**src/rtl/cpu31_pkg.sv**
```systemverilog
// Shared CPU31 fetch types and reset/memory-map defaults.
package cpu31_pkg;

   localparam logic [31:0] RESET_PC_DEF  = 32'h0040_0000;
   localparam logic [31:0] IMEM_BASE_DEF = 32'h0040_0000;

   typedef enum logic [1:0] {
      IDLE  = 2'd0,
      RUN   = 2'd1,
      FAULT = 2'd2
   } fetch_state_t;

   typedef struct packed {
      logic [31:0] pc;
      logic [31:0] instr;
   } fetch_entry_t;

endpackage

```
**src/rtl/fetch_fifo.sv**
```systemverilog
// Small synchronous FIFO holding fetched {pc, instr} pairs; flush empties it in one cycle.
module fetch_fifo
   import cpu31_pkg::*;
#(
   parameter int unsigned BUF_DEPTH = 2,
   localparam int unsigned PTR_W = $clog2(BUF_DEPTH),
   localparam int unsigned CNT_W = $clog2(BUF_DEPTH + 1)
) (
   input  logic               clk,
   input  logic               rst_n,
   input  logic               push_i,
   input  logic               pop_i,
   input  logic               flush_i,
   input  fetch_entry_t       data_i,
   output fetch_entry_t       head_o,
   output logic [CNT_W-1:0]   count_o
);

   fetch_entry_t     mem_q [BUF_DEPTH];
   logic [PTR_W-1:0] wr_ptr_q, wr_ptr_d;
   logic [PTR_W-1:0] rd_ptr_q, rd_ptr_d;
   logic [CNT_W-1:0] count_q, count_d;

   // Pointer/count update; depth is a power of two so pointers wrap naturally.
   always_comb begin
      wr_ptr_d = wr_ptr_q;
      rd_ptr_d = rd_ptr_q;
      count_d  = count_q;
      if (flush_i) begin
         wr_ptr_d = '0;
         rd_ptr_d = '0;
         count_d  = '0;
      end else begin
         if (push_i) wr_ptr_d = wr_ptr_q + PTR_W'(1);
         if (pop_i)  rd_ptr_d = rd_ptr_q + PTR_W'(1);
         if (push_i && !pop_i)      count_d = count_q + CNT_W'(1);
         else if (pop_i && !push_i) count_d = count_q - CNT_W'(1);
      end
   end

   always_ff @(posedge clk or negedge rst_n) begin
      if (!rst_n) begin
         wr_ptr_q <= '0;
         rd_ptr_q <= '0;
         count_q  <= '0;
      end else begin
         wr_ptr_q <= wr_ptr_d;
         rd_ptr_q <= rd_ptr_d;
         count_q  <= count_d;
      end
   end

   always_ff @(posedge clk) begin
      if (push_i && !flush_i) mem_q[wr_ptr_q] <= data_i;
   end

   assign head_o  = mem_q[rd_ptr_q];
   assign count_o = count_q;

endmodule

```
**src/rtl/imem_fetch_ctrl.sv**
```systemverilog
// CPU31 instruction-fetch sequencer: owns the PC, reads IMEM, buffers words for decode,
// and handles redirects, halt and sticky fetch faults.
module imem_fetch_ctrl
   import cpu31_pkg::*;
#(
   parameter int unsigned ADDR_W    = 11,
   parameter logic [31:0] BASE_ADDR = IMEM_BASE_DEF,
   parameter logic [31:0] RESET_PC  = RESET_PC_DEF,
   parameter int unsigned BUF_DEPTH = 2
) (
   input  logic              clk,
   input  logic              rst_n,
   output logic              imem_ena,
   output logic [ADDR_W-1:0] imem_addr,
   input  logic [31:0]       imem_instr,
   input  logic              redirect_valid,
   input  logic [31:0]       redirect_pc,
   input  logic              halt,
   output logic              out_valid,
   input  logic              out_ready,
   output logic [31:0]       out_instr,
   output logic [31:0]       out_pc,
   output logic              fetch_fault
);

   localparam int unsigned CNT_W      = $clog2(BUF_DEPTH + 1);
   localparam logic [31:0] IMEM_BYTES = 32'(4 * (2 ** ADDR_W));

   fetch_state_t     state_q, state_d;
   logic [31:0]      pc_q, pc_d, pc_off;
   logic             fault_q, fault_d;
   logic             pc_legal, run_free, fault_go;
   logic             buf_push, buf_pop, buf_flush, buf_full, buf_nonempty;
   logic [CNT_W-1:0] buf_count;
   fetch_entry_t     buf_head, push_entry;

   // Unsigned offset: PCs below BASE wrap to huge values and fail the range test.
   assign pc_off       = pc_q - BASE_ADDR;
   assign pc_legal     = (pc_q[1:0] == 2'b00) && (pc_off < IMEM_BYTES);
   assign buf_nonempty = (buf_count != '0);
   assign buf_full     = (buf_count == CNT_W'(BUF_DEPTH));
   assign run_free     = (state_q == RUN) && !halt && !redirect_valid;
   assign fault_go     = run_free && !pc_legal;

   always_ff @(posedge clk or negedge rst_n) begin
      if (!rst_n) begin
         state_q <= IDLE;
         pc_q    <= RESET_PC;
         fault_q <= 1'b0;
      end else begin
         state_q <= state_d;
         pc_q    <= pc_d;
         fault_q <= fault_d;
      end
   end

   always_comb begin
      state_d = state_q;
      case (state_q)
         IDLE:    state_d = RUN;
         RUN:     if (fault_go) state_d = FAULT;
         FAULT:   state_d = FAULT;
         default: state_d = IDLE;
      endcase
   end

   // Redirect outranks everything; a handshake in a redirect cycle is discarded.
   always_comb begin
      imem_ena  = 1'b0;
      buf_push  = 1'b0;
      buf_flush = 1'b0;
      pc_d      = pc_q;
      fault_d   = fault_q | fault_go;
      buf_pop   = buf_nonempty && out_ready && !redirect_valid;
      if (redirect_valid && (state_q != FAULT)) begin
         buf_flush = 1'b1;
         pc_d      = redirect_pc;
      end else if (run_free && pc_legal && (!buf_full || buf_pop)) begin
         imem_ena = 1'b1;
         buf_push = 1'b1;
         pc_d     = pc_q + 32'd4;
      end
   end

   assign push_entry = fetch_entry_t'{pc: pc_q, instr: imem_instr};

   fetch_fifo #(
      .BUF_DEPTH (BUF_DEPTH)
   ) u_fifo (
      .clk     (clk),
      .rst_n   (rst_n),
      .push_i  (buf_push),
      .pop_i   (buf_pop),
      .flush_i (buf_flush),
      .data_i  (push_entry),
      .head_o  (buf_head),
      .count_o (buf_count)
   );

   assign imem_addr   = pc_off[ADDR_W+1:2];
   assign out_valid   = buf_nonempty && !redirect_valid;
   assign out_pc      = buf_nonempty ? buf_head.pc    : 32'd0;
   assign out_instr   = buf_nonempty ? buf_head.instr : 32'd0;
   assign fetch_fault = fault_q;

endmodule

```
**config.mk**
```make
export PLATFORM = sky130hd
export DESIGN_NAME = imem_fetch_ctrl
export DESIGN_NICKNAME = d
export VERILOG_FILES = /design/src/rtl/cpu31_pkg.sv /design/src/rtl/fetch_fifo.sv /design/src/rtl/imem_fetch_ctrl.sv
export SDC_FILE = /design/constraint.sdc
export NUM_CORES = 1
export LEC_CHECK = 0
export CORE_MARGIN = 8
export CORE_UTILIZATION = 35
export DETAILED_ROUTE_END_ITERATION = 16
export GPL_TIMING_DRIVEN = 0
export PLACE_DENSITY = 0.65
export SETUP_SLACK_MARGIN = 0.3
export SLEW_MARGIN = 25
export SYNTH_ARGS = -nofsm -noshare
export SYNTH_HDL_FRONTEND = slang
export SYNTH_SLANG_ARGS = --single-unit
```
**constraint.sdc**
```tcl
create_clock -name clk -period 10.3 [get_ports clk]
set_clock_uncertainty 0.2 [all_clocks]
set_input_delay 1.03 -clock clk [delete_from_list [all_inputs] [get_ports clk]]
set_output_delay 1.03 -clock clk [all_outputs]
set_load 0.005 [all_outputs]
```
* After elaboration in Yosys (flattened, before gate mapping)
Memories as Yosys holds them, arrays and structs flattened. Index checks and enable logic that the tools add are counted.
Word-level totals: register bits 39, memory bits (writable) 128, bits of input ports 69, memories kept 1
Operators by class: add/sub/neg operators 6, magnitude comparators 1, eq/ne operators 5, muxes and demuxes 18, bitwise gates (word level) 1, reduce and logical (&&, ||, !) cells 28
Memories:
- u_fifo.mem_q | words 2, width 64, read ports 1, clocked after Yosys merged registers in 0, wr ports 1, line fetch_fifo.sv:19 | fetch_entry_t mem_q [BUF_DEPTH];
Operators by type and width (number):
- $mux 32 | 4
- $add 32x3->32 const B | 1
- $lt 32x14->1 const B | 1
- $sub 32x23->32 const B | 1
- $logic_and 1x1->1 | 13
- $mux 1 | 9
- $mux 2 | 4
- $reduce_bool 2->1 | 4
- $logic_not 1->1 | 7
- $pmux 2 s3 | 1
- $eq 2x2->1 const B | 2
- $logic_not 2->1 | 2
- $ne 2x2->1 const B | 2
- $reduce_bool 3->1 | 1
- $add 1x1->1 const B | 2
- $add 2x1->2 const B | 1
- $eq 2x1->1 const B | 1
- $sub 2x1->2 const B | 1
- $logic_or 1x1->1 | 1
- $or 1x1->1 | 1

* Longest topological paths before layout
depth after elaboration 12, depth in mapped cells 9

* By module
Synthesis repeated with hierarchy kept, for this count alone.
Second synthesis, totals: cells, all modules 485, area total of the unflattened synthesis 7119.3 um^2
By module, submodules not included:
- fetch_fifo | times used 1, cells each 217, area an instance 4832.1 um^2, seq. area each 3943.8 um^2
- imem_fetch_ctrl | times used 1, cells each 268, area an instance 2287.2 um^2, seq. area each 877.1 um^2

* Worst setup path after synthesis
Ideal clock, no wire load.
kind in2reg, start input redirect_valid, end memory u_fifo.mem_q[0][0] (netlist name) (enable), setup time 0.488 ns, arrival 5.050 ns, required time 9.612 ns, path slack 4.562 ns, cell stages on the path 6, buffers on the path 2, path through nor4b_1 -> or4b_1 -> buf_2 -> or2_1 -> buf_2 -> nor2_1
On the way: longest elaborated chain between the ends 9, elaborated cells between the ends (all ways) 14, those cells by class 5 x mux; 9 x reduce/logical
RTL lines:
- from (decl) | line imem_fetch_ctrl.sv:16 | input logic redirect_valid,
- $logic_not 1->1 | line imem_fetch_ctrl.sv:42, imem_fetch_ctrl.sv:74
- $logic_and 1x1->1, on equally long branches | line imem_fetch_ctrl.sv:42, imem_fetch_ctrl.sv:74
- $logic_and 1x1->1 / $logic_or 1x1->1 (equally long branches) | line imem_fetch_ctrl.sv:78 | end else if (run_free && pc_legal && (!buf_full || buf_pop)) begin
- $logic_and 1x1->1 | line imem_fetch_ctrl.sv:78
- $mux 1 | line imem_fetch_ctrl.sv:78
- $mux 1 | line imem_fetch_ctrl.sv:75 | if (redirect_valid && (state_q != FAULT)) begin
- $logic_and 1x1->1 (*) | line fetch_fifo.sv:54 | if (push_i && !flush_i) mem_q[wr_ptr_q] <= data_i;
- $mux 1 (*) | line fetch_fifo.sv:54
- $mux 1 (not written as such) (*) | line fetch_fifo.sv:54
- to (decl) | line fetch_fifo.sv:19
Mark *: on every way between the ends. The rest lies on a longest branch, timed or not.

* Worst setup path in the final report
start input redirect_valid, end output imem_ena
On the way: longest elaborated chain between the ends 6, elaborated cells between the ends (all ways) 9, those cells by class 2 x mux; 7 x reduce/logical
RTL lines:
- $logic_not 1->1 | line imem_fetch_ctrl.sv:42, imem_fetch_ctrl.sv:74
- $logic_and 1x1->1, on equally long branches | line imem_fetch_ctrl.sv:42, imem_fetch_ctrl.sv:74
- $logic_and 1x1->1 / $logic_or 1x1->1 (equally long branches) | line imem_fetch_ctrl.sv:78
- $logic_and 1x1->1 | line imem_fetch_ctrl.sv:78
- $mux 1 | line imem_fetch_ctrl.sv:78
- $mux 1 (*) | line imem_fetch_ctrl.sv:75
- to (decl) | line imem_fetch_ctrl.sv:13 | output logic imem_ena,
Marks and branches as above.

==> results.yml <==
logic_synthesis:
  ys_seq_area_share_pct: 70.5
  synth_xor_area_share_pct: 0.896
  yosys.area_share.simple_pct: 12.3
  synth_top_family_by_area: "simple AND/OR/NAND/NOR gates"
  synth_flop_cell: "edfxtp_1"
  synthAdderAreaFrac_pct: 0.732
  synth_cell_types: 48
  synth_compound_area_share_pct: 2.89
  ys_top_cells_by_area: "edfxtp_1 56%, dfrtp_1 14%, mux2i_1 9.5%"
  synthesis.area_mm2: 0.00684
  ys_ff_latch: 167
  synthCells: 508
  synth_mux_area_share_pct: 9.84
  synth_warnings: 0
  synth_edf_count: 128
  avgSynthCellArea_um2: 13.5
  synth_top_area_share_pct: 56.2
  synthArstFlopShare_pct: 23.4
  yosysTopAreaCell: "edfxtp_1"
  synth_fp_nets: 581
floorplan:
  dieWidth_um: 156
  die_h_um: 156
  die-area_mm2: 0.0243
  core-area_mm2: 0.0193
  pin_count: 147
  initial_core_util_pct: 35.4
  rows: 51
layout:
  fillers: 1700
  drive_gt1_share_pct: 8.83
  layout.nets: 751
  area_delta_synth_final_pct: 36.3
  fin_area_mm2: 0.00932
  num_antenna_cells: 0
global_route:
  grt_antenna_before_repair: 1
  grt_remaining_overflow: 0
  grt_use_met2_pct: 22.9
  busiest_layer: "met2"
  grt_use_met1_pct: 15.9
  grt_max_degree: 46
  track_usage_pct: 13.6
  grt_pass1_vias: 4623
  grt_pass1_wl_mm: 25.0
  gr-usage-met3_pct: 3.68
power_and_ir_drop:
  p_total_mw: 1.83
  peakVddDrop_v: 0.0000828
  swShare_pct: 26.8
  seq_power_share_pct: 51.0
  p_sw_uw: 491
  p_leak_nw: 3.17
  power_density_mw_per_mm2: 197
  clkPwrFrac_pct: 32.4
  p_int_mw: 1.34
  pwr-share-comb_pct: 16.6
sta:
  timing.hold.ws_ns: 0.301
  fin_crit_ns: 4.88
  report.final.hold_viol_count: 0
  rsz0062_at_grt: "false"
  final.setup.tns_ns: 0
  relSlewSlack_pct: 47.9
  fmax_ghz: 0.205
  finalSetupViolCount: 0
  setup_ws_ns: 5.42
  tightest_slew_ns: 0.781
  drv_slew: 0
  min_period_over_period_pct: 47.4
route:
  routed_wl_mm: 16.2
  detail-route-antenna-nets: 0
  dr.pass1.iters: 5
  first_iter_violations: 269
  num_vias: 4456
  drc_errors: 0
  wl_per_cell_um: 16.9
  vias_per_cell: 4.66
clock_tree:
  clock-sinks: 167
  cts_tree: "done"
  postCtsHoldBufs: 0
  cts_buffer_depth: 2
  postCtsSetupBuffers: 0
  cts_root_buf: "clkbuf_16"
  insertion_delay_ns: 0.42
  cts_resized: 0
  clk_pin_slew_ns: 0.06
  cts_made_buffers: 17
  cts_htree_levels: 4
setup_path:
  cp_max_fo: 8
  critPathMaxStageDelay_ns: 0.58
  cp-end-kind: "output port"
  required_ns: 9.07
  arrival_ns: 3.65
  crit_chain: "clkdlybuf4s50_1 -> nor4b_1 -> or4b_1 -> buf_2 -> or2_1 -> inv_2 -> clkdlybuf4s50_1"
  worstSetupPathType: "in2out"
  reg2reg_depth: 9
  crit_top_cell: "clkdlybuf4s50_1"
  cp-start-kind: "primary input"
  cp_slowest_cell: "clkdlybuf4s50_1"
placement:
  postPlaceCellArea_mm2: 0.00876
  dp_hpwl_mm: 12.1
  port_buffers: 146
  gp_congestion: 0.805
  place_ws_ns: 5.43
outcome:
  status: "complete, no violations"
worst_hold_path:
  hold_depth: 0
  hp-class: "reg2reg"
run:
  cap_violations: 0
==> cell type report <==
cell class	count	area (um^2)	share of cell area, %
multi-input cells	300	1830	19.7
clock inverters	14	126	1.36
clock buffers	18	439	4.71
well taps	265	332	3.56
flip-flops and latches	167	4820	51.7
inverters	5	18.8	0.201
repair buffers	151	1570	16.9
plain buffers	36	179	1.92
==> registers in the layout (all words and copies together) (netlist names) <==
signal,flops
u_fifo.mem_q,128
pc_q,32
state_q,2
u_fifo.count_o,2
fetch_fault,1
u_fifo.rd_ptr_q,1
u_fifo.wr_ptr_q,1
==> Yosys cell counts (2+ instances only) <==
library cell and count:
edfxtp_1 128, nand2_1 73, nor2_1 73, mux2i_1 65, dfrtp_1 38, clkbuf_1 16, buf_4 11, o21ai_1 10
buf_1 7, nand3_1 7, nor3_1 7, xnor2_1 6, a31oi_1 5, a21oi_1 4, ha_1 4, inv_1 4
nor4_1 4, nand2b_1 3, nand4_1 3, nor4b_1 3, or3_1 3, and3_1 2, buf_2 2, mux2_2 2
nor3b_1 2, o211ai_1 2, o31ai_1 2, or4_4 2
==> per-layer routing <==
layer	part of all wire, %	vias up
li1	-	2157
met1	42	2137
met2	49	131
met3	6.0	29
met4	2.3	2
met5	0.080	-
==> logic make-up (layout without fill, tap and decap cells) <==
logic type / count (synthesis) / after routing
compound gates: 32 / 32
xor+xnor: 7 / 7
fa+ha+maj: 4 / 4
buf+inv: 41 / 224
flops: 167 / 167
mux: 67 / 67
simple gates: 190 / 190
==> worst paths after layout <==
path	from	end	slack, ns
max reg2reg	pc_q[13]	u_fifo.mem_q[0][14]	6.53
min in group asynchronous	rst_n	pc_q[26]	0.32
max in group asynchronous	rst_n	pc_q[5]	9.11
min reg2reg	pc_q[19]	u_fifo.mem_q[1][51]	0.30
min	pc_q[19]	u_fifo.mem_q[1][51]	0.30
max	redirect_valid	imem_ena	5.42
==> per-stage QoR <==
stage	cells	utilization, %
floorplan	508	-
global placement	919	44.7
detailed placement	924	45.3
CTS	956	48.2
global route	956	48.2
finish	956	48.2
==> power groups by stage <==
stage	sequential (mW)	combinational (mW)	clock, mW
after global placement	0.941	0.298	0
after detailed placement	0.950	0.307	0
after CTS	0.936	0.310	0.607
after global routing	0.950	0.340	0.636
after floorplan	0.913	0.182	0
final	0.936	0.304	0.594
==> cells in the final DEF (no fill, tap or decap), types with 4 or more instances in the layout <==
| cell type | n |
|---|---|
| edfxtp_1 | 128 |
| nor2_1 | 72 |
| clkbuf_1 | 16 |
| clkinv_2 | 4 |
| xnor2_1 | 6 |
| clkinv_4 | 4 |
| buf_1 | 7 |
| inv_1 | 4 |
| mux2i_1 | 65 |
| dfrtp_1 | 38 |
| buf_4 | 11 |
| clkdlybuf4s50_1 | 145 |
| nand2_1 | 73 |
| a31oi_1 | 5 |
| clkbuf_16 | 17 |
| ha_1 | 4 |
| nor4_1 | 4 |
| nand3_1 | 7 |
| o21ai_1 | 10 |
| a21oi_1 | 4 |
| nor3_1 | 7 |
==> critical path, delay by kind of cell <==
kind / cells / cell delay, ns
buffers and inverters: 4 / 1.46
AND/OR/NAND/NOR: 3 / 1.16
No activity file was read; power rests on OpenSTA's default activity.
